### src/rtl/bus_rr_arbiter.sv
// Round-robin arbiter: N valid/ready requesters share one registered downstream stage.
// An owner may keep the channel for up to MaxBurst consecutive beats before rotation.
module bus_rr_arbiter #(
  parameter int unsigned Width    = 32,
  parameter int unsigned N        = 4,
  parameter int unsigned MaxBurst = 2
) (
  input  logic                   clk,
  input  logic                   rst,
  input  logic [N-1:0]           valid_i,
  input  logic [N*Width-1:0]     data_i,
  output logic [N-1:0]           ready_o,
  output logic                   valid_o,
  output logic [Width-1:0]       data_o,
  output logic [$clog2(N)-1:0]   grant_idx_o,
  input  logic                   ready_i
);

  localparam int unsigned IdxW = $clog2(N);
  localparam int unsigned CntW = $clog2(MaxBurst + 1);
  localparam logic [IdxW:0]   NumReq   = (IdxW+1)'(N);
  localparam logic [CntW-1:0] BurstMax = CntW'(MaxBurst);

  logic [IdxW-1:0]  ptr;
  logic [CntW-1:0]  cnt;
  logic [IdxW-1:0]  winner;
  logic [IdxW:0]    sum;
  logic             found;
  logic             lock;
  logic             space;
  logic             load;
  logic [Width-1:0] data_arr [N];

  // Unpack the flat requester data bus.
  for (genvar g = 0; g < N; g++) begin : g_unpack
    assign data_arr[g] = data_i[g*Width +: Width];
  end

  assign space = ~valid_o | ready_i;
  assign load  = space & (|valid_i);
  assign lock  = valid_i[ptr] & (cnt < BurstMax);

  // Search ptr+1 .. ptr (wrapping); the owner wins outright while locked.
  always_comb begin
    winner = ptr;
    found  = 1'b0;
    sum    = '0;
    for (int unsigned k = 1; k <= N; k++) begin
      sum = {1'b0, ptr} + (IdxW+1)'(k);
      if (sum >= NumReq) sum = sum - NumReq;
      if (!found && valid_i[sum[IdxW-1:0]]) begin
        winner = sum[IdxW-1:0];
        found  = 1'b1;
      end
    end
    if (lock) winner = ptr;
  end

  always_comb begin
    ready_o = '0;
    if (!rst && load) ready_o[winner] = 1'b1;
  end

  always_ff @(posedge clk or posedge rst) begin
    if (rst) begin
      valid_o     <= 1'b0;
      data_o      <= '0;
      grant_idx_o <= '0;
      ptr         <= IdxW'(N - 1);
      cnt         <= BurstMax;
    end else if (load) begin
      valid_o     <= 1'b1;
      data_o      <= data_arr[winner];
      grant_idx_o <= winner;
      ptr         <= winner;
      cnt         <= ((winner == ptr) && (cnt < BurstMax)) ? cnt + CntW'(1) : CntW'(1);
    end else if (space) begin
      valid_o     <= 1'b0;
    end
  end

endmodule

### config.mk
export PLATFORM = sky130hd
export DESIGN_NAME = bus_rr_arbiter
export DESIGN_NICKNAME = d
export VERILOG_FILES = /design/src/rtl/bus_rr_arbiter.sv
export SDC_FILE = /design/constraint.sdc
export NUM_CORES = 1
export LEC_CHECK = 0
export CAP_MARGIN = 20
export CORE_ASPECT_RATIO = 1.2
export CORE_MARGIN = 8
export CORE_UTILIZATION = 35
export CTS_CLUSTER_DIAMETER = 80
export DETAILED_ROUTE_END_ITERATION = 7
export DONT_BUFFER_PORTS = 1
export PLACE_DENSITY_LB_ADDON = 0.25
export RECOVER_POWER = 25
export SETUP_SLACK_MARGIN = 0.05
export SLEW_MARGIN = 10
export SYNTH_ARGS = -nofsm -noshare
export SYNTH_HDL_FRONTEND = slang
export SYNTH_SLANG_ARGS = --single-unit
### constraint.sdc
create_clock -name clk -period 3.75 [get_ports clk]
set_input_delay 1.125 -clock clk [delete_from_list [all_inputs] [get_ports clk]]
set_output_delay 1.125 -clock clk [all_outputs]
set_load 0.1 [all_outputs]
==> impl_table.tex <==
\begin{tabular}{lr}
\hline
Metric & Value \\
\hline
\multicolumn{2}{l}{\textbf{Outcome}} \\
\quad Status & complete, no violations \\
\multicolumn{2}{l}{\textbf{Timing}} \\
\quad Summed negative setup slack over all endpoints & 0 ns \\
\quad Final Hold Viols & 0 \\
\quad Pins Over Slew Limit & 0 \\
\quad RSZ-0062 raised after global routing & yes \\
\quad Worst Max-Slew Pin Slew & 1.10 ns \\
\quad Final period utilization & 0.962 \\
\quad Final worst slack & around 0.14 ns \\
\quad Achievable frequency & 277 MHz \\
\quad Clock Skew & 0.00801 ns \\
\quad Final setup violating endpoints & 0 \\
\quad Time the worst path needs with I/O delays and setup & around 3.6 ns \\
\quad Relative slew slack & 0.269 \\
\multicolumn{2}{l}{\textbf{Route}} \\
\quad Initial drt markers & 71 \\
\quad Router iterations before antenna repair & 4 \\
\quad Antenna-violating nets left & 0 \\
\quad Drt wl/cell & 21.5 um \\
\quad Final wirelength & around 7.4 mm \\
\quad Post-detailed-route DRC marker count & 0 \\
\quad Drt via density & between 5 and 6 \\
\quad Total number of vias & a little under 2,000 \\
\multicolumn{2}{l}{\textbf{Place}} \\
\quad Place WS & around 0.035 ns \\
\quad Final GP Congestion & 0.756 \\
\quad Number of port buffers & 0 \\
\quad Total cell area at the placement stage & between 2000 and 3000 um2 \\
\quad Post-detailed-placement half-perimeter wirelength & between 5 and 6 mm \\
\multicolumn{2}{l}{\textbf{Setup path}} \\
\quad Worst path top cell family by delay & simple AND/OR/NAND/NOR gates \\
\quad Startpoint Class & primary input \\
\quad Setup Crit Path Kind & primary input to output port \\
\quad Maximum fanout encountered on the critical timing path & 7 \\
\quad Crit path arrival time & between 2 and 2.5 ns \\
\quad Worst endpoint required time & around 2.6 ns \\
\quad R2R setup slack & $\sim$0.96 ns \\
\quad Standard cell with the maximum stage delay on the critical path & sky130\_fd\_sc\_hd\_\_mux2i\_4 \\
\quad Kind of end point of the critical path & output port \\
\quad Worst path cell trace & a21oi\_2 -> nand3\_1 -> a21oi\_4 -> mux2i\_4 -> nor4b\_4 -> buf\_12 \\
\quad Number of buffer and inverter stages on the critical path & 1 \\
\quad Highest cell delay on the worst timing path & 0.33 ns \\
\quad Critical path depth in cells & 6 \\
\quad Number of cells on the worst reg-to-reg path & 8 \\
\multicolumn{2}{l}{\textbf{Synthesis}} \\
\quad Library cell with the largest summed area after synthesis & sky130\_fd\_sc\_hd\_\_dfrtp\_1 \\
\quad Fraction of the mapped netlist area in adder cells & 0 \\
\quad Sequential-to-total area share from yosys stat & 0.368 \\
\quad Compound-Gate Fraction of Synth Area & 0.159 \\
\quad Cell types with the largest area share after synthesis & sky130\_fd\_sc\_hd\_\_dfrtp\_1 34\%, sky130\_fd\_sc\_hd\_\_mux2i\_1 24\%, sky130\_fd\_sc\_hd\_\_o221ai\_1 11\% \\
\quad Multiplexer fraction of the synthesized cell area & 0.264 \\
\quad Number of enable flip-flop cells after synthesis & 0 \\
\quad Primary FF master, synth & sky130\_fd\_sc\_hd\_\_dfrtp\_1 \\
\quad Distinct cells, synth & 37 \\
\quad Post-synthesis net count & 383 \\
\quad Avg Cell Area, Syn & $\sim$11 um2 \\
\quad Warnings from Yosys & 0 \\
\quad Combinational family with the most area after synthesis & multiplexers \\
\quad Synth Area in Simple Gates & 0.120 \\
\quad Most frequent cell after synthesis & sky130\_fd\_sc\_hd\_\_mux2i\_1 \\
\quad Post-Synth XOR/XNOR Area & 0 \\
\quad Most numerous cell types in the synthesized netlist & 65 x sky130\_fd\_sc\_hd\_\_mux2i\_1, 42 x sky130\_fd\_sc\_hd\_\_nand2\_1, 36 x sky130\_fd\_sc\_hd\_\_dfrtp\_1 \\
\quad Synth Register Bits & 39 \\
\quad Share of synthesized flip-flops with an asynchronous set or reset & 1.00 \\
\quad Fraction of post-synthesis cell area in the top cell type by area & 0.339 \\
\quad Post-Synthesis Cells & about 250 \\
\quad Combined area of all synthesized cells & between 2000 and 3000 um2 \\
\multicolumn{2}{l}{\textbf{Global route}} \\
\quad GR met3 Demand/Resource & 0.0424 \\
\quad Number of global-route vias before repair & 2,252 \\
\quad Grt met1 use & 0.145 \\
\quad GRT met2 Usage & 0.225 \\
\quad Global Route Usage Sum & 0.131 \\
\quad Most utilized layer in the global route result & met2 \\
\quad Pin count of the biggest net entering global routing & 36 \\
\quad Total grt overflow & 0 \\
\quad First-pass GRT wire length & $\sim$11 mm \\
\quad Number of antenna violations at the first check in global routing & 0 \\
\multicolumn{2}{l}{\textbf{Layout}} \\
\quad Final design area excluding fillers & slightly below 3000 um2 \\
\quad Area overhead of the layout relative to synthesis & 9.88\% \\
\quad Share of post-route cells with drive strength above 1 & 0.171 \\
\quad Diode count & 0 \\
\quad Nets@finish & 385 \\
\quad Layout Utilization & 0.388 \\
\quad Fillers & around 760 \\
\multicolumn{2}{l}{\textbf{Floorplanning}} \\
\quad Std-Cell Core Area & 7530 um2 \\
\quad Starting utilization of the core area & 0.353 \\
\quad Area enclosed by the die boundary & between 10,000 and 15,000 um2 \\
\quad Number of cell rows & 35 \\
\quad Height of the die & approximately 110 um \\
\quad Die outline width & about 96 um \\
\quad I/O pins & 174 \\
\multicolumn{2}{l}{\textbf{CTS}} \\
\quad H-tree levels & 2 \\
\quad Total clock buffers created by CTS & 5 \\
\quad Insertion delay of the later-clocked pin in the worst-skew pair & slightly below 0.3 ns \\
\quad Hold bufs inserted after CTS & 0 \\
\quad Maximum buffer depth of the clock tree & 2 \\
\quad Reg clk slew, reported paths & 0.07 ns \\
\quad Root Buffer Master & sky130\_fd\_sc\_hd\_\_clkbuf\_8 \\
\quad Clock sink total & 39 \\
\quad Clock tree from TritonCTS & built \\
\multicolumn{2}{l}{\textbf{Worst hold path}} \\
\quad Hold path cells & 1 \\
\quad Min-Delay Path Class & flop to flop \\
\multicolumn{2}{l}{\textbf{Job}} \\
\quad Max\_cap viols & 0 \\
\hline
\end{tabular}
==> layout by cell type (no fill, tap or decap), drive strengths merged <==
master	synthesis	routed
buf	15	16
dfrtp	36	36
a211o	1	1
nor3b	1	1
nor2b	1	1
mux2i	66	66
o221a	1	1
a31o	1	1
inv	4	3
nor4b	2	2
and3b	2	2
nor3	3	3
a21o	2	2
dfstp	3	3
nor2	4	4
nand2	42	42
o211a	1	1
nand3	3	3
nand2b	5	5
o21ai	3	3
clkinv	0	1
a211oi	1	1
and2	1	1
clkbuf	7	9
o2111a	1	1
o221ai	33	33
mux2	2	2
a21oi	4	4
a41oi	1	1
nor4	2	2
==> flip-flops by register name (all words and copies together), names as in the netlist <==
signal / flops
grant_idx_o: 2
ptr: 2
valid_o: 1
cnt: 2
data_o: 32
==> worst register-to-register path, stage by stage, from the launching register on <==
cell	delay [ns]
sky130_fd_sc_hd__dfstp_4	0.72
sky130_fd_sc_hd__nand2b_1	0.17
sky130_fd_sc_hd__nand3_1	0.15
sky130_fd_sc_hd__a21oi_4	0.26
sky130_fd_sc_hd__mux2i_4	0.33
sky130_fd_sc_hd__buf_4	0.15
sky130_fd_sc_hd__buf_4	0.44
sky130_fd_sc_hd__mux2i_1	0.29
sky130_fd_sc_hd__o221ai_1	0.14
==> final timing paths <==
check	startpoint	endpoint
setup / recovery	valid_i[0]	ready_o[0]
hold / removal	cnt[1]	cnt[1]
setup reg to reg	ptr[1]	data_o[2]
hold reg to reg	cnt[1]	cnt[1]
max in group asynchronous	rst	cnt[0]
min in group asynchronous	rst	data_o[21]
==> repair_timing <==
action | 4_1_cts | 5_1_grt
pin swaps | 0 | 1
endpoints found under the setup margin | 2 | 2
gates resized for setup | 1 | 1
buffers inserted | 0 | 2
==> kinds of logic after synthesis <==
logic type             count (synthesis)
AOI/OAI and AO/OA                     49
buffers and inverters                 26
DFF                                   39
muxes                                 68
and+or+nand+nor                       66
==> area by class of cell <==
| cell class | instances | area [um2] | area share |
|---|---|---|---|
| repair buffers | 17 | 174 | 0.0595 |
| inverters | 4 | 15.0 | 0.00514 |
| flip-flops and latches | 39 | 983 | 0.337 |
| clock buffers | 8 | 100 | 0.0343 |
| well taps | 92 | 115 | 0.0394 |
| multi-input cells | 183 | 1530 | 0.525 |
==> metal layers <==
metal,up-vias,part of all wire
met4,0,0.017
li1,937,-
met2,83,0.52
met1,942,0.38
met5,-,0
met3,9,0.079
==> stage by stage <==
| stage | hold slack (ns) | std cells |
|---|---|---|
| floorplan | 0.481 | 248 |
| detailed placement | 0.504 | 333 |
| global route | 0.534 | 343 |
| global placement | 0.502 | 333 |
| CTS | 0.515 | 341 |
| finish | 0.514 | 343 |
Power is not shown: default switching activity piles up to over one toggle a cycle in this logic, so the estimate is an artifact.
==> RTL edit: new RTL, same flow settings <==
Set the parameter `MaxBurst` to 8 (it was 2).
--- a/src/rtl/bus_rr_arbiter.sv
+++ b/src/rtl/bus_rr_arbiter.sv
@@ -3,7 +3,7 @@
 module bus_rr_arbiter #(
   parameter int unsigned Width    = 32,
   parameter int unsigned N        = 4,
-  parameter int unsigned MaxBurst = 2
+  parameter int unsigned MaxBurst = 8
 ) (
   input  logic                   clk,
   input  logic                   rst,
Check against the original RTL: not equivalent (a bounded check fails within 4 cycles, from zero or initial values and one cycle with rst high).
==> RTL edit against the original RTL <==
The run now ends with capacitance limit, slew limit, setup timing left. Setup slack worse by 0.33 ns. Routed wire length up 8.3%. Critical path type unchanged. Sequential cell count is 2 higher. Synthesized area increased by 4.7%. Design area grew 5.8%. Clock skew shrank 0.00054 ns.
Power is not shown: default switching activity piles up to over one toggle a cycle in this logic, so the estimate is an artifact.
==> RTL edit: results (changes against the original RTL) <==
[status]
violations=capacitance limit, slew limit, setup timing
status=finished with violations  ; was finished clean

[synth]
yosys-top-cells-count=dfrtp_1 (38), mux2_4 (28), mux4_2 (27)  ; was mux2i_1 (65), nand2_1 (42), dfrtp_1 (36)
yosysSeqAreaShare_pct=37.0  ; was 36.8%
syn-num-nets=322  ; was 383
synth.area.top_cells=dfrtp_1 (34%), mux4_2 (22%), mux2_4 (15%)  ; was dfrtp_1 (34%), mux2i_1 (24%), o221ai_1 (11%)

[place]
dpl_cell_area_mm2=0.00298  ; was 0.00280 mm^2
dp_slack_ns=-0.202  ; was 0.0354 ns
gp_congestion=0.883  ; was 0.756
port_buffers=0  ; unchanged
dp_hpwl_mm=6.42  ; was 5.92 mm

[run]
maxCapViolations=1  ; was 0

[layout]
nets=328  ; was 385
fillers=715  ; was 763
drive_above_1_share_pct=50.3  ; was 17.1%
top_regs=data_o: 32 flops, cnt: 4 flops

[worst_setup_path]
cp_max_fo=10  ; was 7
cp.arrival_ns=2.82  ; was 2.48 ns

[global_route]
grt_max_degree=42  ; was 36
grt_util_all_layers_pct=14.0  ; was 13.1%
grt_pass1_vias=2087  ; was 2252

[sta]
setup_violations=4  ; was 0
slew_violations=42  ; was 0
tightest_slew_ns=1.62  ; was 1.10 ns
fin_setup_tns_ns=-0.486  ; was 0 ns
fin_ws_ns=-0.192  ; was 0.143 ns
fin_worst_skew_ns=0.00747  ; was 0.00801 ns

[detailed_routing]
viasPerCell=6.21  ; was 5.75
drt_iter0_drc=73  ; was 71
routedWlPerCell_um=28.0  ; was 21.5 um

[clock_network]
cts_buffers=5  ; unchanged

==> RTL edit: changes by cell type in the layout (fill, tap and decap cells not counted), sizes merged, moves of 3 or more <==
cell / unedited run / this run
mux2i: 66 / 3
mux2: 2 / 34
mux4: 0 / 32
o221ai: 33 / 1
nand2: 42 / 11
nor2: 4 / 11
nand2b: 5 / 2
o21ai: 3 / 6
==> RTL edit: through the flow <==
stage / util (%) / cells
finish: 40.1 / 285
global route: 40.1 / 285
CTS: 40.0 / 284
detailed placement: 38.6 / 276
global placement: 38.6 / 276
floorplan: - / 186
==> RTL edit: kinds of logic (layout without fill, tap and decap cells) <==
| family | Yosys count | count (layout) | share of synthesized area [%] |
|---|---|---|---|
| compound gates | 20 | 20 | 5.17 |
| buf+inv | 20 | 27 | 6.02 |
| fa+ha+maj | 1 | 1 | 0.449 |
| simple gates | 35 | 35 | 6.20 |
| mux | 69 | 69 | 45.2 |
| flops | 41 | 41 | 37.0 |
==> RTL edit: final timing paths <==
check	startpoint	endpoint	slack [ns]	depth (start not counted)
worst min-delay path	cnt[0]$_DFFE_PP0P_	cnt[0]$_DFFE_PP0P_	0.53	1
min in group asynchronous	rst	grant_idx_o[0]$_DFFE_PP0P_	1.23	1
worst max register to register	ptr[0]$_DFFE_PP1P_	data_o[4]$_DFFE_PP0P_	0.72	8
max in group asynchronous	rst	data_o[16]$_DFFE_PP0P_	1.58	1
worst min register to register	cnt[0]$_DFFE_PP0P_	cnt[0]$_DFFE_PP0P_	0.53	1
worst max-delay path	valid_i[3]	ready_o[1]	-0.19	6
==> RTL edit: per-layer routing <==
layer | part of all wire [%] | up-vias | GRT usage [%] | wire length [um]
met5 | 0 | - | 0 | 0
met1 | 34 | 884 | 14.1 | 2690
met2 | 52 | 133 | 24.1 | 4130
met3 | 13 | 10 | 7.92 | 1060
met4 | 1.4 | 0 | 3.95 | 108
li1 | - | 742 | - | -
==> RTL edit: worst max-delay path, cell delays in order <==
cell	delay [ns]
or4_4	0.49
o22ai_4	0.18
o31ai_2	0.09
mux2_4	0.36
nor4b_4	0.34
buf_12	0.22
==> RTL edit: layout make-up <==
class                      count  share of cell area (%)
sequential                    41                    33.3
clock buffer                   7                    3.12
clock inverter                 1                   0.162
timing repair buffer          14                    5.02
multi-input combinational    125                    54.1
tap                           92                    3.72
inverter                       5                   0.607
==> RTL edit: timing repair <==
item                                    CTS  global route
gates resized for setup                   1             0
hold buffers                              0             0
pin swaps                                 2             1
gates cloned                              0             0
endpoints found under the hold margin     0             0
setup buffers                             0             1
endpoints found under the setup margin    4             4
